===== src/rtl/id_stage_pipe_pkg.sv =====
// id_stage_pipe_pkg
// Purpose: shared definitions for the ID stage. Contains the default datapath
//          width, opcode and funct codes, ALU control encodings, branch-condition
//          and forward-select encodings, the decoded control bundle with its NOP
//          value, and the control decoder function.
// Ports:   none (package).
// Config:  nothing in this file depends on ID_PERF_CNT_EN.
package id_stage_pipe_pkg;

  localparam int WIDTH_DEF = 32;

  localparam logic [5:0] OP_RTYPE = 6'h00;
  localparam logic [5:0] OP_J     = 6'h02;
  localparam logic [5:0] OP_BEQ   = 6'h04;
  localparam logic [5:0] OP_BNE   = 6'h05;
  localparam logic [5:0] OP_ADDI  = 6'h08;
  localparam logic [5:0] OP_LW    = 6'h23;
  localparam logic [5:0] OP_SW    = 6'h2B;

  localparam logic [5:0] FN_ADD = 6'h20;
  localparam logic [5:0] FN_SUB = 6'h22;
  localparam logic [5:0] FN_AND = 6'h24;
  localparam logic [5:0] FN_OR  = 6'h25;
  localparam logic [5:0] FN_SLT = 6'h2A;

  localparam logic [3:0] ALU_AND = 4'b0000;
  localparam logic [3:0] ALU_OR  = 4'b0001;
  localparam logic [3:0] ALU_ADD = 4'b0010;
  localparam logic [3:0] ALU_SUB = 4'b0110;
  localparam logic [3:0] ALU_SLT = 4'b0111;

  typedef enum logic {BR_EQ = 1'b0, BR_NE = 1'b1} brcond_e;

  typedef enum logic [1:0] {FWD_RF = 2'd0, FWD_WB = 2'd1, FWD_MEM = 2'd2} fwd_e;

  typedef struct packed {
    logic       regwrite;
    logic       memtoreg;
    logic       memwrite;
    logic       alusrc;
    logic       regdst;
    logic       branch;
    logic       jump;
    brcond_e    brcond;
    logic       use_rs;
    logic       use_rt;
    logic [3:0] alucontrol;
  } ctrl_t;

  localparam ctrl_t CTRL_NOP = '0;

  function automatic ctrl_t decode_ctrl(input logic [5:0] op, input logic [5:0] funct);
    ctrl_t c;
    c = CTRL_NOP;
    case (op)
      OP_RTYPE: begin
        c.regwrite = 1'b1;
        c.regdst   = 1'b1;
        c.use_rs   = 1'b1;
        c.use_rt   = 1'b1;
        case (funct)
          FN_ADD:  c.alucontrol = ALU_ADD;
          FN_SUB:  c.alucontrol = ALU_SUB;
          FN_AND:  c.alucontrol = ALU_AND;
          FN_OR:   c.alucontrol = ALU_OR;
          FN_SLT:  c.alucontrol = ALU_SLT;
          default: c.alucontrol = ALU_AND;
        endcase
      end
      OP_LW: begin
        c.regwrite   = 1'b1;
        c.memtoreg   = 1'b1;
        c.alusrc     = 1'b1;
        c.use_rs     = 1'b1;
        c.alucontrol = ALU_ADD;
      end
      OP_SW: begin
        c.memwrite   = 1'b1;
        c.alusrc     = 1'b1;
        c.use_rs     = 1'b1;
        c.use_rt     = 1'b1;
        c.alucontrol = ALU_ADD;
      end
      OP_ADDI: begin
        c.regwrite   = 1'b1;
        c.alusrc     = 1'b1;
        c.use_rs     = 1'b1;
        c.alucontrol = ALU_ADD;
      end
      OP_BEQ, OP_BNE: begin
        c.branch     = 1'b1;
        c.brcond     = (op == OP_BNE) ? BR_NE : BR_EQ;
        c.use_rs     = 1'b1;
        c.use_rt     = 1'b1;
        c.alucontrol = ALU_SUB;
      end
      OP_J: c.jump = 1'b1;
      default: c = CTRL_NOP;
    endcase
    return c;
  endfunction

endpackage


===== src/rtl/id_stage_pipe_hazard_unit.sv =====
// id_hazard_unit
// Purpose: combinational hazard detection and branch-operand forward selection
//          for the ID stage.
// Ports:
//   valid, use_rs, use_rt, branch     : decoded facts about the ID instruction
//   rs, rt                            : source register fields
//   regwrite_ex, memtoreg_ex, regaddr_ex    : EX-stage producer
//   regwrite_mem, memtoreg_mem, regaddr_mem : MEM-stage producer
//   regwrite_wb, regaddr_wb           : WB-stage producer
//   hazard                            : stall ID and insert a bubble into ID/EX
//   sel_a, sel_b                      : operand source for rs / rt
// Config:  nothing in this file depends on ID_PERF_CNT_EN.
module id_hazard_unit
  import id_stage_pipe_pkg::*;
#(
  parameter int RA_W = 5
) (
  input  logic            valid,
  input  logic            use_rs,
  input  logic            use_rt,
  input  logic            branch,
  input  logic [RA_W-1:0] rs,
  input  logic [RA_W-1:0] rt,
  input  logic            regwrite_ex,
  input  logic            memtoreg_ex,
  input  logic [RA_W-1:0] regaddr_ex,
  input  logic            regwrite_mem,
  input  logic            memtoreg_mem,
  input  logic [RA_W-1:0] regaddr_mem,
  input  logic            regwrite_wb,
  input  logic [RA_W-1:0] regaddr_wb,
  output logic            hazard,
  output fwd_e            sel_a,
  output fwd_e            sel_b
);

  logic live_a, live_b;
  logic ex_hit, mem_hit;

  // A source only matters when it is actually read and is not r0.
  assign live_a = valid & use_rs & (rs != '0);
  assign live_b = valid & use_rt & (rt != '0);

  assign ex_hit  = (live_a & (regaddr_ex == rs))  | (live_b & (regaddr_ex == rt));
  assign mem_hit = (live_a & (regaddr_mem == rs)) | (live_b & (regaddr_mem == rt));

  // A load in EX stalls everyone; branches resolve in ID and so also wait for
  // ALU results still in EX and for load data still in MEM.
  assign hazard = (memtoreg_ex & ex_hit)
                | (branch & regwrite_ex & ex_hit)
                | (branch & memtoreg_mem & mem_hit);

  function automatic fwd_e pick(input logic [RA_W-1:0] src,
                                input logic rw_mem, input logic m2r_mem,
                                input logic [RA_W-1:0] a_mem,
                                input logic rw_wb, input logic [RA_W-1:0] a_wb);
    if (src != '0 && rw_mem && !m2r_mem && a_mem == src) return FWD_MEM;
    if (src != '0 && rw_wb && a_wb == src)               return FWD_WB;
    return FWD_RF;
  endfunction

  always_comb begin
    sel_a = pick(rs, regwrite_mem, memtoreg_mem, regaddr_mem, regwrite_wb, regaddr_wb);
    sel_b = pick(rt, regwrite_mem, memtoreg_mem, regaddr_mem, regwrite_wb, regaddr_wb);
  end

endmodule


===== src/rtl/id_stage_pipe.sv =====
// id_stage_pipe
// Purpose: ID stage. Decodes the IF/ID instruction, reads the register file
//          (with WB bypass and MEM forwarding), resolves branches/jumps, detects
//          hazards, and owns the ID/EX pipeline register.
// Ports:
//   clk, rst (async, active-low)
//   instr_decode, pc_decode, valid_decode  : IF/ID contents
//   hold_ex                                : downstream stall, freezes ID/EX
//   *_ex / *_mem / *_wb inputs             : later-stage producers
//   stall_decode, flush_fetch, pc_target   : fetch control
//   valid_ex and *_ex_o                    : ID/EX register contents
//   stall_cnt, flush_cnt                   : only when ID_PERF_CNT_EN is defined
// Config:  `define ID_PERF_CNT_EN adds saturating stall/flush counters.
module id_stage_pipe
  import id_stage_pipe_pkg::*;
#(
  parameter int WIDTH    = WIDTH_DEF,
  parameter int RA_W     = 5,
  parameter int NUM_REGS = 32
) (
  input  logic             clk,
  input  logic             rst,
  input  logic [31:0]      instr_decode,
  input  logic [WIDTH-1:0] pc_decode,
  input  logic             valid_decode,
  input  logic             hold_ex,
  input  logic             regwrite_ex,
  input  logic             memtoreg_ex,
  input  logic [RA_W-1:0]  regaddr_ex,
  input  logic             regwrite_mem,
  input  logic             memtoreg_mem,
  input  logic [RA_W-1:0]  regaddr_mem,
  input  logic [WIDTH-1:0] aluout_mem,
  input  logic             regwrite_wb,
  input  logic [RA_W-1:0]  regaddr_wb,
  input  logic [WIDTH-1:0] result_wb,
  output logic             stall_decode,
  output logic             flush_fetch,
  output logic [WIDTH-1:0] pc_target,
  output logic             valid_ex,
  output logic             regwrite_ex_o,
  output logic             memtoreg_ex_o,
  output logic             memwrite_ex_o,
  output logic             alusrc_ex_o,
  output logic             regdst_ex_o,
  output logic [3:0]       alucontrol_ex_o,
  output logic [WIDTH-1:0] data1_ex_o,
  output logic [WIDTH-1:0] data2_ex_o,
  output logic [WIDTH-1:0] signext_ex_o,
  output logic [RA_W-1:0]  rs_ex_o,
  output logic [RA_W-1:0]  rt_ex_o,
  output logic [RA_W-1:0]  rd_ex_o
`ifdef ID_PERF_CNT_EN
  ,
  output logic [15:0]      stall_cnt,
  output logic [15:0]      flush_cnt
`endif
);

  ctrl_t            ctrl;
  logic [RA_W-1:0]  rs, rt, rd;
  logic [WIDTH-1:0] signext, br_target, j_target;
  logic [WIDTH-1:0] rf [NUM_REGS];
  logic [WIDTH-1:0] rf_a, rf_b, op_a, op_b;
  logic             rf_we, hazard, taken;
  fwd_e             sel_a, sel_b;

  assign ctrl    = decode_ctrl(instr_decode[31:26], instr_decode[5:0]);
  assign rs      = RA_W'(instr_decode[25:21]);
  assign rt      = RA_W'(instr_decode[20:16]);
  assign rd      = RA_W'(instr_decode[15:11]);
  assign signext = {{(WIDTH-16){instr_decode[15]}}, instr_decode[15:0]};

  function automatic logic in_range(input logic [RA_W-1:0] a);
    return ({1'b0, a} < (RA_W+1)'(NUM_REGS));
  endfunction

  // Register file: r0 and unimplemented addresses read zero and ignore writes.
  assign rf_we = regwrite_wb & (regaddr_wb != '0) & in_range(regaddr_wb);

  always_ff @(posedge clk or negedge rst) begin
    if (!rst) begin
      for (int i = 0; i < NUM_REGS; i++) rf[i] <= '0;
    end else if (rf_we) begin
      rf[regaddr_wb] <= result_wb;
    end
  end

  always_comb begin
    rf_a = '0;
    rf_b = '0;
    if (rs != '0 && in_range(rs)) rf_a = rf[rs];
    if (rt != '0 && in_range(rt)) rf_b = rf[rt];
  end

  id_hazard_unit #(.RA_W(RA_W)) u_hazard (
    .valid        (valid_decode),
    .use_rs       (ctrl.use_rs),
    .use_rt       (ctrl.use_rt),
    .branch       (ctrl.branch),
    .rs           (rs),
    .rt           (rt),
    .regwrite_ex  (regwrite_ex),
    .memtoreg_ex  (memtoreg_ex),
    .regaddr_ex   (regaddr_ex),
    .regwrite_mem (regwrite_mem),
    .memtoreg_mem (memtoreg_mem),
    .regaddr_mem  (regaddr_mem),
    .regwrite_wb  (regwrite_wb),
    .regaddr_wb   (regaddr_wb),
    .hazard       (hazard),
    .sel_a        (sel_a),
    .sel_b        (sel_b)
  );

  always_comb begin
    case (sel_a)
      FWD_MEM: op_a = aluout_mem;
      FWD_WB:  op_a = result_wb;
      default: op_a = rf_a;
    endcase
    case (sel_b)
      FWD_MEM: op_b = aluout_mem;
      FWD_WB:  op_b = result_wb;
      default: op_b = rf_b;
    endcase
  end

  assign taken     = ctrl.branch & ((ctrl.brcond == BR_NE) ? (op_a != op_b) : (op_a == op_b));
  assign br_target = pc_decode + (signext << 2);
  assign j_target  = {pc_decode[WIDTH-1:28], instr_decode[25:0], 2'b00};
  assign pc_target = ctrl.jump ? j_target : br_target;

  // hold_ex folds into stall so a branch that cannot advance never redirects;
  // it re-resolves once the hold drops.
  assign stall_decode = hazard | hold_ex;
  assign flush_fetch  = valid_decode & ~stall_decode & (ctrl.jump | taken);

  always_ff @(posedge clk or negedge rst) begin
    if (!rst) begin
      valid_ex        <= 1'b0;
      regwrite_ex_o   <= 1'b0;
      memtoreg_ex_o   <= 1'b0;
      memwrite_ex_o   <= 1'b0;
      alusrc_ex_o     <= 1'b0;
      regdst_ex_o     <= 1'b0;
      alucontrol_ex_o <= '0;
      data1_ex_o      <= '0;
      data2_ex_o      <= '0;
      signext_ex_o    <= '0;
      rs_ex_o         <= '0;
      rt_ex_o         <= '0;
      rd_ex_o         <= '0;
    end else if (!hold_ex) begin
      if (hazard || !valid_decode) begin
        valid_ex        <= 1'b0;
        regwrite_ex_o   <= 1'b0;
        memtoreg_ex_o   <= 1'b0;
        memwrite_ex_o   <= 1'b0;
        alusrc_ex_o     <= 1'b0;
        regdst_ex_o     <= 1'b0;
        alucontrol_ex_o <= '0;
        data1_ex_o      <= '0;
        data2_ex_o      <= '0;
        signext_ex_o    <= '0;
        rs_ex_o         <= '0;
        rt_ex_o         <= '0;
        rd_ex_o         <= '0;
      end else begin
        valid_ex        <= 1'b1;
        regwrite_ex_o   <= ctrl.regwrite;
        memtoreg_ex_o   <= ctrl.memtoreg;
        memwrite_ex_o   <= ctrl.memwrite;
        alusrc_ex_o     <= ctrl.alusrc;
        regdst_ex_o     <= ctrl.regdst;
        alucontrol_ex_o <= ctrl.alucontrol;
        data1_ex_o      <= op_a;
        data2_ex_o      <= op_b;
        signext_ex_o    <= signext;
        rs_ex_o         <= rs;
        rt_ex_o         <= rt;
        rd_ex_o         <= rd;
      end
    end
  end

`ifdef ID_PERF_CNT_EN
  always_ff @(posedge clk or negedge rst) begin
    if (!rst) begin
      stall_cnt <= '0;
      flush_cnt <= '0;
    end else begin
      if (hazard && stall_cnt != 16'hFFFF)      stall_cnt <= stall_cnt + 16'd1;
      if (flush_fetch && flush_cnt != 16'hFFFF) flush_cnt <= flush_cnt + 16'd1;
    end
  end
`endif

endmodule


===== config.mk =====
export PLATFORM = sky130hd
export DESIGN_NAME = id_stage_pipe
export DESIGN_NICKNAME = d
export VERILOG_FILES = /design/src/rtl/id_stage_pipe_pkg.sv /design/src/rtl/id_stage_pipe_hazard_unit.sv /design/src/rtl/id_stage_pipe.sv
export SDC_FILE = /design/constraint.sdc
export NUM_CORES = 2
export LEC_CHECK = 0
export CORE_ASPECT_RATIO = 2
export CORE_UTILIZATION = 47
export CTS_BUF_LIST = sky130_fd_sc_hd__clkbuf_4 sky130_fd_sc_hd__clkbuf_8
export DETAILED_ROUTE_END_ITERATION = 10
export PLACE_DENSITY = 0.79
export SETUP_SLACK_MARGIN = 0.15
export SLEW_MARGIN = 20
export SYNTH_ARGS = -nofsm -noshare
export SYNTH_HDL_FRONTEND = slang
export SYNTH_HIERARCHICAL = 1
export SYNTH_SLANG_ARGS = --single-unit

===== constraint.sdc =====
create_clock -name clk -period 4.41 [get_ports clk]
set_input_delay 0.6615 -clock clk [delete_from_list [all_inputs] [get_ports clk]]
set_output_delay 0.6615 -clock clk [all_outputs]
set_load 0.1 [all_outputs]

Yosys cells after proc, flatten, opt, wreduce, memory -nomap -nowiden
Index checks and enable logic that the tools add are counted.

Register bits: 1145. Word-level logic and storage cells: 177.

Muxes and demuxes: 55. $lt $le $gt $ge: 4. Bitwise operators: 27. Reductions and logical operators: 23. Eq/ne operators: 22. $add $sub $neg: 1.

Operators with widths (count): $bwmux 1024 (1); $mux 32 (11); $bmux 32 s5 (2); $demux 32 s5 (1); $pmux 32 s2 (2); $eq 6x6->1 const B (6); $add 32x32->32 (1); $eq 32x32->1 (1); $ne 32x32->1 (1); $eq 5x5->1 (6); $mux 1 (24); $ge 6x6->1 const B (3); $not 5->6 (3); $and 1x1->1 (17); $mux 2 (8); $mux 5 (3); $reduce_bool 5->1 (3); $eq 6x3->1 const B (2); $pmux 3 s4 (1); $logic_and 1x1->1 (11); $pmux 3 s3 (1); $eq 6x2->1 const B (1); $eq 6x4->1 const B (1); $logic_not 6->1 (1); other kinds (12) (21).

Depth between registers and ports, before layout
Depth in word-level cells: 15. Mapped depth: 18.

Modules after synthesis
The synthesis kept the hierarchy.

Modules (own cells, without submodules): id_stage_pipe (cells an instance 4201, instances 1, area an instance 60494.3 um2, sequential area each 28102.0 um2); id_hazard_unit (cells an instance 62, instances 1, area an instance 431.7 um2, sequential area each 0.0 um2).

Worst setup path before layout
OpenSTA, ideal clock, no wires.

Path kind: input to output. From: in instr_decode[0]. To: out pc_target[30]. Required time: 3749 ps. Stages: 14. Setup slack: -1351 ps. Path buffers: 0. Arrival time: 5100 ps. Path through: ha_1 > inv_1 > fa_1 > nor2b_1 > o21ai_0 > a21boi_0 > o21ai_0 > a21oi_1 > or2_2 > a21boi_0 > o31a_1 > o311ai_0 > xnor2_1 > o21ai_0.

Word-level cells in the longest chain between the ends: 2.

Ends and longest elaborated chain: start, declared (line id_stage_pipe.sv:23) `input logic [31:0] instr_decode,`; $add 32x32->32 (line id_stage_pipe.sv:130) `assign br_target = pc_decode + (signext << 2);`; $mux 32 (line id_stage_pipe.sv:132) `assign pc_target = ctrl.jump ? j_target : br_target;`; end, declared (line id_stage_pipe.sv:39) `output logic [WIDTH-1:0] pc_target,`.

Every way passes these cells.

Worst setup path after layout
From: in regwrite_mem. To: out flush_fetch.

Word-level cells in the longest chain between the ends: 12.

Ends and longest elaborated chain: start, declared (line id_stage_pipe.sv:30) `input logic regwrite_mem,`; $logic_and 1x1->1 (*) (3 in a row) (line id_stage_pipe_hazard_unit.sv:57) `if (src != '0 && rw_mem && !m2r_mem && a_mem == src) return FWD_MEM;`; $mux 1 (*) (line id_stage_pipe_hazard_unit.sv:57); $mux 2 (*) (line id_stage_pipe_hazard_unit.sv:58) `if (src != '0 && rw_wb && a_wb == src) return FWD_WB;`; named net sel_a[0] (line id_stage_pipe.sv:66) `fwd_e sel_a, sel_b;`; $eq 2x1->1 or $eq 2x2->1 (tied branches) (line id_stage_pipe.sv:117) `case (sel_a)`; $pmux 32 s2 (*) (line id_stage_pipe.sv:117); $eq 32x32->1 or $ne 32x32->1 (tied branches) (line id_stage_pipe.sv:129) `assign taken = ctrl.branch & ((ctrl.brcond == BR_NE) ? (op_a != op_b) : (op_a == op_b));`; $mux 1 (*) (line id_stage_pipe.sv:129); $and 1x1->1 (*) (line id_stage_pipe.sv:129); $or 1x1->1 (*) (line id_stage_pipe.sv:137) `assign flush_fetch = valid_decode & ~stall_decode & (ctrl.jump | taken);`; $and 1x1->1 (*) (line id_stage_pipe.sv:137); end, declared (line id_stage_pipe.sv:38) `output logic flush_fetch,`.

Mark *: on every way through the listed nets, which the timed path passes. The rest lies on a longest branch.

==> results.py <==
metrics = {
    "hold_path": {
        "min_from": "instr_decode[0]",
        "worstHoldEndpoint": "signext_ex_o[0]$_DFFE_PN0N_",
        "worstHoldPathCells": 3,
        "holdCritPathClass": "input pin to flip-flop",
    },
    "clock_tree": {
        "clkTransAtPathRegs_ns": 0.07,
        "cts_tree": "built",
        "cts_buffers": 152,
        "clock_sinks": 1123,
        "cts_root_buf": "clkbuf_8",
        "clk_latency_ns": 0.91,
        "htree_levels": 4,
        "clockBufferDepth": 3,
    },
    "worst_setup_path": {
        "worstSetupPathType": "input pin to output port",
        "critPathRequiredTime_ns": 3.75,
        "slowest_delay_ns": 0.45,
        "regToRegSetupSlack_ns": -0.27,
        "worstRegToRegCells": 29,
        "critPathMaxFanout": 6,
        "worst-endpoint-arrival_ns": 4.72,
        "crit_top_cell": "buf_4",
        "critPathBufInv": 7,
        "path_cells": "clkdlybuf4s50_1 > nand2b_4 > nor2_2 > nor4_4 > buf_4 > inv_2 > ha_4 > o41ai_4 > nor2_4 > buf_4 > buf_4 > a22oi_1 > o21ai_1 > xor2_1 > nor4_2 > nand2_4 > nor4_4 > buf_6 > xnor2_4 > o22ai_4 > buf_12",
        "slowest_stage": "clkdlybuf4s50_1",
        "r2r_start": "rf[470]$_DFFE_PN0P_",
        "startpoint_type": "input pin",
        "r2r_end": "data1_ex_o[22]$_DFFE_PN0N_",
        "endpoint_kind": "output port",
        "critPathTopFamily": "simple AND/OR/NAND/NOR gates",
    },
    "logic_synthesis": {
        "synth_nets": 4449,
        "synth_top_cell_by_area": "dfrtp_1",
        "synth_top_flop_cell": "dfrtp_1",
        "yosysTopAreaCellShare_pct": 46.1,
        "netlist_area_um2": 60900,
        "synth.distinct_cells": 68,
        "synth_seq_cells": 1123,
        "avgSynthCellArea_um2": 14.3,
        "synth_cells": 4263,
        "synth_common_cells": "1123 x dfrtp_1, 992 x mux2_2, 535 x mux4_2",
        "synth_edf_count": 0,
        "seq_area_frac_synth_pct": 46.1,
        "yosysWarnings": 6,
        "async_flop_share_pct": 100,
        "yosysMostFrequentCell": "dfrtp_1",
        "synth_area_leaders": "dfrtp_1 46%, mux4_2 20%, mux2_2 18%",
    },
    "job": {
        "cap_violations": 0,
    },
    "floorplanning": {
        "die_h_um": 511,
        "ioPinCount": 307,
        "die_w_um": 257,
        "core_area_um2": 128000,
        "initial_core_util_pct": 47.4,
        "num_rows": 186,
        "die-area_um2": 131000,
    },
    "status": {
        "violations": "setup timing",
        "status": "complete, but fails checks",
    },
    "finish": {
        "nets": 5192,
        "fin_util_pct": 59.1,
        "seq_area_um2": 28100,
        "fin_cells": 6822,
        "multi_input_area_um2": 31700,
        "drive_gt1_share_pct": 54.1,
        "nFillCells": 9689,
        "syn_to_final_growth_pct": 24.6,
    },
    "route": {
        "drt_iter0_drc": 5901,
        "drt-vias-per-instance": 6.80,
        "drc": 0,
        "drt-pass1-iter-count": 6,
        "wl_mm": 236,
        "drtAntennaViolNets": 0,
        "vias": 46400,
        "wl_per_cell_um": 34.6,
    },
    "power": {
        "peakVddDrop_v": 0.000353,
        "power.density_nw_per_um2": 425,
        "combPwrFrac_pct": 30.9,
        "p_switching_uw": 10700,
        "pwr-share-clk_pct": 26.9,
        "leakagePower_uw": 0.0328,
        "power_switching_share_pct": 33.1,
        "p_int_uw": 21600,
        "seqPwrFrac_pct": 42.2,
    },
    "sta": {
        "finalHoldViolations": 0,
        "setup_slack_ns": -0.974,
        "final.setup_skew_ns": 0.0384,
        "holdWs_ns": 0.169,
        "setup_viol": 2,
        "slew_headroom_pct": 26.0,
        "tightestPinTransition_ns": 1.11,
        "finalCritPeriodShare_pct": 122,
        "rsz0062_at_grt": "yes",
        "max_freq_mhz": 186,
        "final_max_slew_viol_count": 0,
        "period_minus_slack_ns": 5.38,
    },
    "placed_design": {
        "gp_congestion": 1.02,
        "port_buffers": 305,
        "placedCellCount": 6441,
        "dp_hpwl_mm": 157,
    },
    "grt": {
        "antenna_found_initial": 14,
        "grt_pass1_vias": 48300,
        "grt_pass1_wl_mm": 336,
        "grt_max_degree": 160,
        "overflow": 0,
        "track_usage_pct": 35.7,
    },
}
==> worst max-delay path by stage <==
stage	from	cells after the start	slack, ns	endpoint
3_5_place_dp	instr_decode[19]	21	-1.38	flush_fetch
2_1_floorplan	instr_decode[0]	14	-0.09	pc_target[30]
4_1_cts	rf[615]$_DFFE_PN0P_	11	-0.71	flush_fetch
6_report	regwrite_mem	21	-0.97	flush_fetch
5_1_grt	regwrite_mem	21	-1.03	flush_fetch
3_3_place_gp	instr_decode[19]	21	-1.39	flush_fetch
==> logic make-up (layout without fill, tap and decap cells) <==
family | count (synthesis) | after routing | synth area share (%)
xor+xnor | 87 | 87 | 1.25
other cells | 1 | 10 | 0.00616
flops | 1123 | 1123 | 46.1
buf+inv | 481 | 1339 | 3.57
mux | 1587 | 1587 | 39.1
compound gates | 565 | 565 | 6.33
fa+ha+maj | 34 | 34 | 0.711
simple gates | 385 | 385 | 2.91
==> worst reg2reg max path, delay by kind of cell, from the launching register on <==
| kind | cells | cell delay, ns |
|---|---|---|
| AO/OA/AOI/OAI | 3 | 0.52 |
| buffers and inverters | 24 | 2.58 |
| flip-flops | 1 | 0.41 |
| multiplexers | 2 | 1.04 |
==> per-stage QoR <==
step | setup WS [ns] | setup TNS, ns | power (µW) | area, µm²
after detailed placement | -1.38 | -8.20 | 23000 | 70900
after CTS | -0.708 | -1.29 | 31800 | 75200
after floorplan | -0.0872 | -0.184 | 19300 | 61200
after global routing | -1.03 | -1.52 | 33200 | 75900
after global placement | -1.39 | -8.32 | 22600 | 70900
final | -0.974 | -1.51 | 32200 | 75900
==> placed cells by master (no fill, tap or decap), types with 73 or more instances in the layout <==
cell             Yosys  final
buf_12               0    143
mux4_2             535    535
clkdlybuf4s50_1      0    219
a22oi_1            200    192
nor2_1             116     93
dfrtp_1           1123   1123
buf_4               40    579
mux2_2             992    992
o21ai_0            100     73
clkbuf_8             0    187
nand2_1            130    112
==> cell type report <==
class / instances / area share (%)
multi-input combinational: 2659 / 41.8
tap: 1692 / 2.79
antenna: 9 / 0.0297
timing repair buffer: 1046 / 14.0
clock buffer: 224 / 3.76
clock inverter: 45 / 0.511
inverter: 24 / 0.120
sequential: 1123 / 37.0
==> registers in the layout (all words and copies together), names as in the netlist <==
register and flops:
regdst_ex_o 1, alusrc_ex_o 1, data2_ex_o 32, data1_ex_o 32, rt_ex_o 5, memtoreg_ex_o 1
signext_ex_o 16, memwrite_ex_o 1, valid_ex 1, regwrite_ex_o 1, rs_ex_o 5, alucontrol_ex_o 3
rf 1024
==> metal layers <==
layer  vias up  global-route usage, %  share of wire [%]
met3      1172                   10.8                 11
met5         -                      0             0.0063
met2      3515                   56.1                 47
li1      17900                      -                  -
met1     23800                   39.1                 31
met4         2                   31.7                 11
==> power by group through the flow <==
| stage | clock network, µW | registers (µW) | logic (µW) |
|---|---|---|---|
| 2_1_floorplan | 0 | 13900 | 5340 |
| 3_3_place_gp | 0 | 13500 | 9160 |
| 3_5_place_dp | 0 | 13700 | 9330 |
| 4_1_cts | 8720 | 13500 | 9600 |
| 5_1_grt | 9120 | 13800 | 10200 |
| 6_report | 8680 | 13600 | 9960 |
==> repair_timing <==
item | in CTS | in global routing
pin swaps | 81 | 72
gates resized for setup | 168 | 101
endpoints found under the setup margin | 19 | 13
hold buffers | 1 | 0
buffers inserted | 64 | 33
endpoints found under the hold margin | 35 | 0
cloned | 2 | 4
(Power assumes the default switching activity.)
